[src/rtl/imem_loader_if.sv]
// imem_loader_if: byte-stream input and instruction-memory write bus of the
// boot-time instruction-memory loader.
//
// Signals:
//   in_valid / in_data[7:0] / in_last / in_ready : upstream byte handshake
//   wr_en / wr_addr[ADDR_W-1:0] / wr_data[7:0]   : instruction-memory byte write
//
// Modports:
//   slave  - the loader: consumes the stream, drives the memory write port
//   master - the image source / memory side (e.g. a testbench)
interface imem_loader_if #(
  parameter int ADDR_W = 5
) ();
  logic              in_valid;
  logic [7:0]        in_data;
  logic              in_last;
  logic              in_ready;
  logic              wr_en;
  logic [ADDR_W-1:0] wr_addr;
  logic [7:0]        wr_data;

  modport slave (
    input  in_valid, in_data, in_last,
    output in_ready, wr_en, wr_addr, wr_data
  );

  modport master (
    output in_valid, in_data, in_last,
    input  in_ready, wr_en, wr_addr, wr_data
  );
endinterface

[src/rtl/imem_loader.sv]
// imem_loader: boot-time loader in front of a byte-wide instruction memory.
// Takes a byte stream over valid/ready, writes it from address 0 upwards, and
// releases the processor (run=1) only once a complete, word-aligned image has
// been written. Overflowing or misaligned images end in a sticky error.
//
// Ports:
//   clk, rst          clock; synchronous active-high reset
//   start             one-cycle pulse, begins (or restarts) a load
//   bus (slave)       in_valid/in_data/in_last/in_ready stream input,
//                     wr_en/wr_addr/wr_data instruction-memory write port
//   busy              load in progress (LOAD or CHECK)
//   run               image valid, processor may fetch from pc=0
//   err               load failed; sticky until start or rst
//   byte_count        bytes written in the current/last load
//
// Build option: define IMEM_LOADER_CKSUM_EN to require a trailing checksum
// byte (sum of image bytes mod 256) before the image is accepted.
module imem_loader #(
  parameter int MEM_BYTES = 32,
  parameter int ADDR_W    = 5
) (
  input  logic            clk,
  input  logic            rst,
  input  logic            start,
  imem_loader_if.slave    bus,
  output logic            busy,
  output logic            run,
  output logic            err,
  output logic [ADDR_W:0] byte_count
);

  localparam logic [2:0] ST_IDLE  = 3'd0;
  localparam logic [2:0] ST_LOAD  = 3'd1;
`ifdef IMEM_LOADER_CKSUM_EN
  localparam logic [2:0] ST_CHECK = 3'd2;
`endif
  localparam logic [2:0] ST_RUN   = 3'd3;
  localparam logic [2:0] ST_ERROR = 3'd4;

  // Where a correctly terminated, aligned image goes next.
`ifdef IMEM_LOADER_CKSUM_EN
  localparam logic [2:0] ST_IMAGE_DONE = ST_CHECK;
`else
  localparam logic [2:0] ST_IMAGE_DONE = ST_RUN;
`endif

  localparam logic [ADDR_W:0]   MEM_BYTES_C = (ADDR_W+1)'(MEM_BYTES);
  localparam logic [ADDR_W-1:0] PTR_ONE     = {{(ADDR_W-1){1'b0}}, 1'b1};
  localparam logic [ADDR_W:0]   CNT_ONE     = {{ADDR_W{1'b0}}, 1'b1};

  logic [2:0]        state_r;
  logic [2:0]        state_nxt_s;
  logic              busy_nxt_s;
  logic              busy_r;
  logic              run_r;
  logic              err_r;
  logic [ADDR_W-1:0] ptr_r;
  logic [ADDR_W:0]   count_r;
  logic [ADDR_W:0]   count_inc_s;
  logic              wr_en_r;
  logic [ADDR_W-1:0] wr_addr_r;
  logic [7:0]        wr_data_r;
  logic              hs_s;
  logic              load_hs_s;

`ifdef IMEM_LOADER_CKSUM_EN
  logic [7:0]        acc_r;

  function automatic logic [7:0] cksum_add(input logic [7:0] acc,
                                           input logic [7:0] b);
    cksum_add = acc + b;
  endfunction
`endif

  // busy_r mirrors "next state is LOAD/CHECK", so ready never depends on in_valid.
  assign hs_s        = bus.in_valid & busy_r;
  assign load_hs_s   = hs_s & (state_r == ST_LOAD);
  assign count_inc_s = count_r + CNT_ONE;

`ifdef IMEM_LOADER_CKSUM_EN
  assign busy_nxt_s = (state_nxt_s == ST_LOAD) || (state_nxt_s == ST_CHECK);
`else
  assign busy_nxt_s = (state_nxt_s == ST_LOAD);
`endif

  // Next-state decode of the load sequencer.
  always_comb begin
    state_nxt_s = state_r;
    case (state_r)
      ST_IDLE: begin
        if (start) state_nxt_s = ST_LOAD;
        else       state_nxt_s = ST_IDLE;
      end
      ST_LOAD: begin
        if (start) begin
          state_nxt_s = ST_LOAD;
        end else if (hs_s) begin
          if (bus.in_last) begin
            if (count_inc_s[1:0] == 2'b00) state_nxt_s = ST_IMAGE_DONE;
            else                           state_nxt_s = ST_ERROR;
          end else if (count_inc_s == MEM_BYTES_C) begin
            // Memory full and still no end marker: image too large.
            state_nxt_s = ST_ERROR;
          end else begin
            state_nxt_s = ST_LOAD;
          end
        end else begin
          state_nxt_s = ST_LOAD;
        end
      end
`ifdef IMEM_LOADER_CKSUM_EN
      ST_CHECK: begin
        if (start) begin
          state_nxt_s = ST_LOAD;
        end else if (hs_s) begin
          if (bus.in_data == acc_r) state_nxt_s = ST_RUN;
          else                      state_nxt_s = ST_ERROR;
        end else begin
          state_nxt_s = ST_CHECK;
        end
      end
`endif
      ST_RUN, ST_ERROR: begin
        if (start) state_nxt_s = ST_LOAD;
        else       state_nxt_s = state_r;
      end
      default: state_nxt_s = ST_IDLE;
    endcase
  end

  // State and status flags.
  always_ff @(posedge clk) begin
    if (rst) begin
      state_r <= ST_IDLE;
      busy_r  <= 1'b0;
      run_r   <= 1'b0;
      err_r   <= 1'b0;
    end else begin
      state_r <= state_nxt_s;
      busy_r  <= busy_nxt_s;
      // run waits one cycle in RUN so the final write strobe lands first.
      run_r   <= (state_r == ST_RUN) && (state_nxt_s == ST_RUN);
      err_r   <= (state_nxt_s == ST_ERROR);
    end
  end

  // Write pointer, byte count and the registered memory write port.
  always_ff @(posedge clk) begin
    if (rst) begin
      ptr_r     <= {ADDR_W{1'b0}};
      count_r   <= {(ADDR_W+1){1'b0}};
      wr_en_r   <= 1'b0;
      wr_addr_r <= {ADDR_W{1'b0}};
      wr_data_r <= 8'h00;
    end else if (start) begin
      // start outranks a simultaneous handshake: that byte is dropped.
      ptr_r   <= {ADDR_W{1'b0}};
      count_r <= {(ADDR_W+1){1'b0}};
      wr_en_r <= 1'b0;
    end else if (load_hs_s) begin
      wr_en_r   <= 1'b1;
      wr_addr_r <= ptr_r;
      wr_data_r <= bus.in_data;
      ptr_r     <= ptr_r + PTR_ONE;
      count_r   <= count_inc_s;
    end else begin
      wr_en_r <= 1'b0;
    end
  end

`ifdef IMEM_LOADER_CKSUM_EN
  // Running mod-256 sum of the image bytes.
  always_ff @(posedge clk) begin
    if (rst) begin
      acc_r <= 8'h00;
    end else if (start) begin
      acc_r <= 8'h00;
    end else if (load_hs_s) begin
      acc_r <= cksum_add(acc_r, bus.in_data);
    end else begin
      acc_r <= acc_r;
    end
  end
`endif

  assign bus.in_ready = busy_r;
  assign bus.wr_en    = wr_en_r;
  assign bus.wr_addr  = wr_addr_r;
  assign bus.wr_data  = wr_data_r;
  assign busy         = busy_r;
  assign run          = run_r;
  assign err          = err_r;
  assign byte_count   = count_r;

endmodule

[src/flat_wrapper.sv]
// flat-port wrapper written by rule: the top's interface ports become plain ports
module imem_loader_flat 
#(
  parameter int MEM_BYTES = 32,
  parameter int ADDR_W    = 5
)
  (clk, rst, start, busy, run, err, byte_count, bus_in_valid, bus_in_data, bus_in_last, bus_in_ready, bus_wr_en, bus_wr_addr, bus_wr_data);
  imem_loader_if #(.ADDR_W(ADDR_W)) bus_i ();
  input  logic clk;
  input  logic rst;
  input  logic start;
  output logic busy;
  output logic run;
  output logic err;
  output logic [ADDR_W:0] byte_count;
  input wire logic [$bits(bus_i.in_valid)-1:0] bus_in_valid;
  input wire logic [$bits(bus_i.in_data)-1:0] bus_in_data;
  input wire logic [$bits(bus_i.in_last)-1:0] bus_in_last;
  output wire logic [$bits(bus_i.in_ready)-1:0] bus_in_ready;
  output wire logic [$bits(bus_i.wr_en)-1:0] bus_wr_en;
  output wire logic [$bits(bus_i.wr_addr)-1:0] bus_wr_addr;
  output wire logic [$bits(bus_i.wr_data)-1:0] bus_wr_data;
  assign bus_i.in_valid = bus_in_valid;
  assign bus_i.in_data = bus_in_data;
  assign bus_i.in_last = bus_in_last;
  assign bus_in_ready = bus_i.in_ready;
  assign bus_wr_en = bus_i.wr_en;
  assign bus_wr_addr = bus_i.wr_addr;
  assign bus_wr_data = bus_i.wr_data;
  imem_loader #(.MEM_BYTES(MEM_BYTES), .ADDR_W(ADDR_W)) u_core (.clk(clk), .rst(rst), .start(start), .bus(bus_i), .busy(busy), .run(run), .err(err), .byte_count(byte_count));
endmodule
[config.mk]
export PLATFORM = sky130hd
export DESIGN_NAME = imem_loader_flat
export DESIGN_NICKNAME = d
export VERILOG_FILES = /design/src/rtl/imem_loader_if.sv /design/src/rtl/imem_loader.sv /design/src/flat_wrapper.sv
export SDC_FILE = /design/constraint.sdc
export NUM_CORES = 1
export LEC_CHECK = 0
export BUFFER_PORTS_ARGS = -buffer_cell sky130_fd_sc_hd__buf_2
export CORE_MARGIN = 2
export CORE_UTILIZATION = 30
export CTS_BUF_LIST = sky130_fd_sc_hd__clkbuf_8 sky130_fd_sc_hd__clkbuf_16
export DETAILED_ROUTE_END_ITERATION = 8
export PLACE_DENSITY = 0.47
export SYNTH_ARGS = -nofsm -noshare
export SYNTH_HDL_FRONTEND = slang
export SYNTH_SLANG_ARGS = --single-unit
[constraint.sdc]
create_clock -name clk -period 1.7 [get_ports clk]
set_clock_uncertainty 0.2 [all_clocks]
set_input_delay 0.255 -clock clk [delete_from_list [all_inputs] [get_ports clk]]
set_output_delay 0.255 -clock clk [all_outputs]
set_load 0.1 [all_outputs]
==> flow_summary.json, run 1 <==
{
  "status": "complete, no violations",
  "cts-root-buf": "clkbuf_8",
  "via_per_inst": 4.76,
  "nets": 207,
  "hold_viol_final": 0,
  "crit_arrival_ns": 1.64,
  "leakage_nw": 0.760,
  "synth_top_area_share_pct": 43.5,
  "cts_buffer_depth": 2,
  "cts_tree": "built",
  "insertion_delay_ns": 0.28,
  "drive_above_1_share_pct": 37.5,
  "drc": 0,
  "cts.sinks": 31,
  "grt_pass1_wl_mm": 5.18,
  "cts_made_buffers": 5,
  "crit_slowest_cell": "dfxtp_4",
  "cp_max_fo": 6,
  "slowest_delay_ns": 0.37,
  "drt_iter0_drc": 97,
  "die_y_um": 72.9,
  "cp.required_ns": 1.71,
  "yosys-top-cells-area": "dfxtp_1 44%, mux2i_1 9.1%, xnor2_1 6.8%, nor2_1 6.3%, nand2_1 2.9%",
  "end_kind": "register",
  "internal-power_w": 0.00124,
  "gp_congestion": 0.744,
  "ys_warn_count": 0,
  "cp_cell_sequence": "ha_2, and3b_1, a311oi_2, nand4_1, o21ai_1",
  "totalWireLength_mm": 3.20,
  "grt_pass1_vias": 1107,
  "start_util_pct": 30.6,
  "pwr-share-clk_pct": 39.9,
  "p_per_area_nw_per_um2": 956,
  "synthDistinctLibCells": 38,
  "mostFrequentLayoutCell": "buf_2",
  "clock.fmax_mhz": 617,
  "portBuffers": 36,
  "postLayoutSetupSlackWorst_ns": 0.0780,
  "netlist_area_um2": 1430,
  "ys.flop_type": "dfxtp_1",
  "ir_worst_vdd_mv": 0.443,
  "ys_seq_elements": 31,
  "slew_headroom_pct": 67.1,
  "antenna_left": 0,
  "rsz0062_at_grt": "yes",
  "p_sw_share_pct": 29.7,
  "setup_viol": 0,
  "fp-row-count": 25,
  "hold_path_class": "in -> reg",
  "dp_slack_ns": 0.0413,
  "path_clk_slew_ns": 0.07,
  "total_power_w": 0.00177,
  "layout_common_cells": "36 x buf_2, 24 x nor2_1, 23 x dfxtp_1",
  "avgSynthCellArea_um2": 9.69,
  "async_reset_ff_share_pct": 0,
  "cts.htree.levels": 2,
  "hpwl_mm": 2.27,
  "synth_nets": 163,
  "dr.pass1.iters": 4,
  "io_pins": 37,
  "syn_inst": 147,
  "yosysSeqAreaShare_pct": 43.5,
  "grt_max_degree": 20,
  "start_kind": "register",
  "die_w_um": 72.9,
  "antenna_found_initial": 0,
  "wire_per_inst_um": 13.0,
  "synth_edf_count": 0,
  "max_cap_viol_count": 0,
  "core_um2": 4660,
  "grt_usage_pct": 12.7,
  "die-area_um2": 5320,
  "period_needed_ns": 1.62,
  "tightest_slew_ns": 0.497,
  "overflow": 0,
  "diodes": 0,
  "p_switching_w": 0.000524,
  "syn_to_final_growth_pct": 29.6,
  "netlist.top_cell.by_area": "dfxtp_1",
  "criticalPathCategory": "reg -> reg",
  "seqPwrFrac_pct": 43.4,
  "drv_slew": 0,
  "p_comb_share_pct": 16.8,
  "finalCritPeriodShare_pct": 95.4,
  "vias": 1171
}
-- power groups by stage --
stage | clock network, W | logic (W) | registers [W]
floorplan | 0 | 0.000140 | 0.000868
global placement | 0 | 0.000283 | 0.000776
finish | 0.000704 | 0.000296 | 0.000766
CTS | 0.000733 | 0.000289 | 0.000760
detailed placement | 0 | 0.000287 | 0.000777
global route | 0.000762 | 0.000313 | 0.000770
-- routing by layer --
layer | vias up | wire length (um) | track usage [%]
met4 | 0 | 63 | 6.17
met2 | 23 | 1600 | 20.4
met1 | 550 | 1390 | 15.5
met3 | 7 | 141 | 3.87
li1 | 591 | - | -
met5 | - | 0 | 0
-- timing repair --
item,4_1_cts,5_1_grt
endpoints found under the setup margin,0,8
hold buffers,1,0
endpoints found under the hold margin,1,0
buffers inserted,0,1
resized for setup,0,4
-- cells in the mapped netlist (2+ instances only) --
master / instances
dfxtp_1: 31
nor2_1: 24
mux2i_1: 13
nand2_1: 11
xnor2_1: 11
a21oi_1: 7
clkbuf_1: 4
o21ai_0: 4
ha_1: 3
nor3b_1: 3
nor4b_1: 3
buf_2: 2
buf_6: 2
nand4_1: 2
nor2b_1: 2
nor3_1: 2
or2_2: 2
-- worst max-delay path: cells and delay by family (launching register included) --
kind,cells,cell delay [ns]
AO/OA/AOI/OAI,2,0.46
adder cells (fa/ha/maj),1,0.21
flip-flops,1,0.37
AND/OR/NAND/NOR,2,0.32
-- final cells by class --
| type | count | area, um2 |
|---|---|---|
| clock buffer | 7 | 108 |
| multi-input combinational | 107 | 768 |
| clock inverter | 1 | 5.00 |
| timing repair buffer | 46 | 258 |
| fill | 503 | 2810 |
| tap | 54 | 67.6 |
| sequential | 31 | 641 |
-- through the flow --
stage	cells	hold WS [ns]	utilization (%)	TNS, ns	cell area (um2)
2_1_floorplan	147	0.202	-	0	1450
3_3_place_gp	235	0.269	36.3	0	1690
3_5_place_dp	235	0.280	36.3	0	1690
4_1_cts	244	0.000533	39.0	0	1820
5_1_grt	246	0.00929	39.6	-0.0167	1850
6_report	246	0.00974	39.6	0	1850
-- kinds of logic after synthesis --
family / count (synthesis) / share of synthesized area [%]
muxes: 13 / 9.13
buffers and inverters: 10 / 4.21
xor gates and xnor gates: 11 / 6.76
and+or+nand+nor: 62 / 26.3
adders and majority gates: 3 / 2.63
AOI/OAI and AO/OA: 17 / 7.38
DFF: 31 / 43.5
-- worst paths after layout --
path                           end  cells past startpoint                   from  slack, ns
min reg2reg  u_core.bus.wr_data[0]                      2  u_core.bus.wr_data[0]       0.29
max              u_core.state_r[2]                      5   u_core.byte_count[0]       0.08
max reg2reg      u_core.state_r[2]                      5   u_core.byte_count[0]       0.08
min          u_core.bus.wr_data[4]                      3         bus_in_data[4]       0.01
-- state kept, by name, indices dropped and copies added (netlist names), 3 cells and up --
name	flops
u_core.bus.wr_data	8
u_core.byte_count	6
u_core.bus.wr_addr	5
u_core.ptr_r	5
u_core.state_r	3
Note: power is estimated with default switching activity, not from simulation.
==> run 2, diff against run 1 <==
--- a/config.mk
+++ b/config.mk
@@ -11,6 +11,7 @@
 export CTS_BUF_LIST = sky130_fd_sc_hd__clkbuf_8 sky130_fd_sc_hd__clkbuf_16
 export DETAILED_ROUTE_END_ITERATION = 8
 export PLACE_DENSITY = 0.47
+export SETUP_SLACK_MARGIN = 0.5
 export SYNTH_ARGS = -nofsm -noshare
 export SYNTH_HDL_FRONTEND = slang
 export SYNTH_SLANG_ARGS = --single-unit
==> run 2 against run 1 <==
Compared with the run above:
- register-to-register slack gained 0.03 ns
- combinational power rose by 44%
- utilization up 14 points
- critical path depth rose by 1
- die area unchanged
- critical endpoint is now u_core.bus.wr_data[2]
- largest power group unchanged
- highest routed layer unchanged
==> flow_summary.json, run 2 (synthesized netlist as in run 1, its figures left out) <==
{
  "setup_tns_ns": 0,
  "min_path_cells": 3,
  "nFillCells": 417,
  "die_w_um": 72.9,
  "path_clk_slew_ns": 0.07,
  "fp-row-count": 25,
  "hpwl_mm": 2.29,
  "cp_max_fo": 13,
  "io_pins": 37,
  "p_per_area_nw_per_um2": 757,
  "gp_congestion": 0.801,
  "post_dp_cell_area_um2": 1770,
  "drc": 0,
  "wire_per_inst_um": 13.5,
  "cts-root-buf": "clkbuf_8",
  "cts.htree.levels": 2,
  "nets": 217,
  "fin_area_um2": 2490,
  "grt_pass1_vias": 1208,
  "antenna_found_initial": 0,
  "tightest_slew_ns": 0.312,
  "core_um2": 4660,
  "grt_pass1_wl_mm": 5.85,
  "die_y_um": 72.9,
  "vias": 1242,
  "antenna_left": 0,
  "syn_to_final_growth_pct": 74.5,
  "rsz0062_at_grt": "yes",
  "via_per_inst": 4.85,
  "rr_worst_depth": 6,
  "slowest_delay_ns": 0.35,
  "status": "complete, no violations",
  "finalCritPeriodShare_pct": 93.5,
  "grt_max_degree": 18,
  "hold_path_class": "in -> reg",
  "start_kind": "register",
  "cts_tree": "built",
  "hold_end": "u_core.bus.wr_data[0]",
  "layout_common_cells": "25 x buf_12, 23 x nor2_1, 17 x dfxtp_2",
  "reg2reg_to": "u_core.bus.wr_data[2]",
  "r2r-start": "u_core.state_r[0]",
  "postLayoutCoreUtil_pct": 53.3,
  "cts_made_buffers": 5,
  "grt_usage_pct": 14.4,
  "largest_reg_flops": 8,
  "overflow": 0,
  "slew_headroom_pct": 79.1,
  "cts.sinks": 31,
  "end_kind": "register",
  "r2r_setup_slack_ns": 0.11,
  "drive_above_1_share_pct": 56.4,
  "hold_path.startpoint": "bus_in_data[0]",
  "totalWireLength_mm": 3.45,
  "cts_buffer_depth": 2,
  "insertion_delay_ns": 0.28,
  "ir_worst_vdd_mv": 0.422,
  "clock.fmax_mhz": 629,
  "leakage_nw": 0.922,
  "hold_viol_final": 0,
  "start_util_pct": 30.6,
  "criticalPathCategory": "reg -> reg",
  "cp_cell_sequence": "buf_6, nand4b_4, nor3_4, buf_12, mux2i_1, nor2_1",
  "crit_arrival_ns": 1.56,
  "diodes": 0,
  "cp_top_family": "simple AND/OR/NAND/NOR gates",
  "cp.required_ns": 1.67,
  "max_cap_viol_count": 0,
  "crit_slowest_cell": "dfxtp_2",
  "cp_num_buf_inv": 2,
  "setup_viol": 0,
  "mostFrequentLayoutCell": "buf_12",
  "postLayoutSetupSlackWorst_ns": 0.110,
  "portBuffers": 36,
  "drt_iter0_drc": 42,
  "dr.pass1.iters": 4,
  "period_needed_ns": 1.59,
  "drv_slew": 0,
  "dp_slack_ns": 0.0882,
  "die-area_um2": 5320
}
run 2: changes by cell type in the layout (fill, tap and decap cells not counted), sizes merged:
cell         change
buf             +12
dlygate4sd3      -1
nand4b           -1
run 2: how the worst max path moves through the flow:
| stage | start | end | slack, ns | depth (start not counted) |
|---|---|---|---|---|
| 2_1_floorplan | u_core.bus.in_ready | u_core.bus.wr_addr[0] | 0.01 | 5 |
| 3_3_place_gp | u_core.byte_count[0] | u_core.state_r[2] | 0.09 | 5 |
| 3_5_place_dp | u_core.byte_count[0] | u_core.state_r[2] | 0.09 | 5 |
| 4_1_cts | u_core.state_r[0] | u_core.bus.wr_data[5] | 0.14 | 6 |
| 5_1_grt | u_core.byte_count[1] | u_core.err | 0.03 | 5 |
| 6_report | u_core.state_r[0] | u_core.bus.wr_data[2] | 0.11 | 6 |
run 2: per-stage QoR:
step	hold WS, ns	total power (W)	cells
global placement	0.260	0.00106	233
floorplan	0.202	0.00101	147
finish	0.0106	0.00188	256
detailed placement	0.267	0.00106	233
CTS	0.00277	0.00188	252
global route	0.0167	0.00196	256
run 2: what timing repair did:
action | 4_1_cts | 5_1_grt
setup endpoints to repair | 53 | 55
hold buffers | 0 | 0
resized for setup | 116 | 8
pin swaps | 12 | 6
buffers inserted | 11 | 4
run 2: report_power, final:
| group | internal (W) | leakage, nW | switching, W | total [W] |
|---|---|---|---|---|
| clock network | 0.000415 | 0.0594 | 0.000273 | 0.000688 |
| registers | 0.000741 | 0.264 | 0.0000287 | 0.000770 |
| logic | 0.000187 | 0.599 | 0.000238 | 0.000425 |
run 2: worst min-delay path, cell delays in order:
cell	delay, ns
buf_2	0.07
mux2i_1	0.05
nor2_1	0.07
run 2: final cells by class:
| type | count | area, um2 | area share (%) |
|---|---|---|---|
| Multi-Input combinational cell | 106 | 897 | 36.1 |
| Timing Repair Buffer | 57 | 741 | 29.8 |
| Sequential cell | 31 | 668 | 26.9 |
| Clock buffer | 7 | 108 | 4.33 |
| Tap cell | 54 | 67.6 | 2.72 |
| Clock inverter | 1 | 5.00 | 0.201 |
run 2: metal layers:
metal	up-vias	share of wire, %	track usage [%]
met2	23	50	22.8
met3	9	4.1	4.56
met4	0	2.3	7.00
met5	-	0	0
li1	615	-	-
met1	595	43	17.6
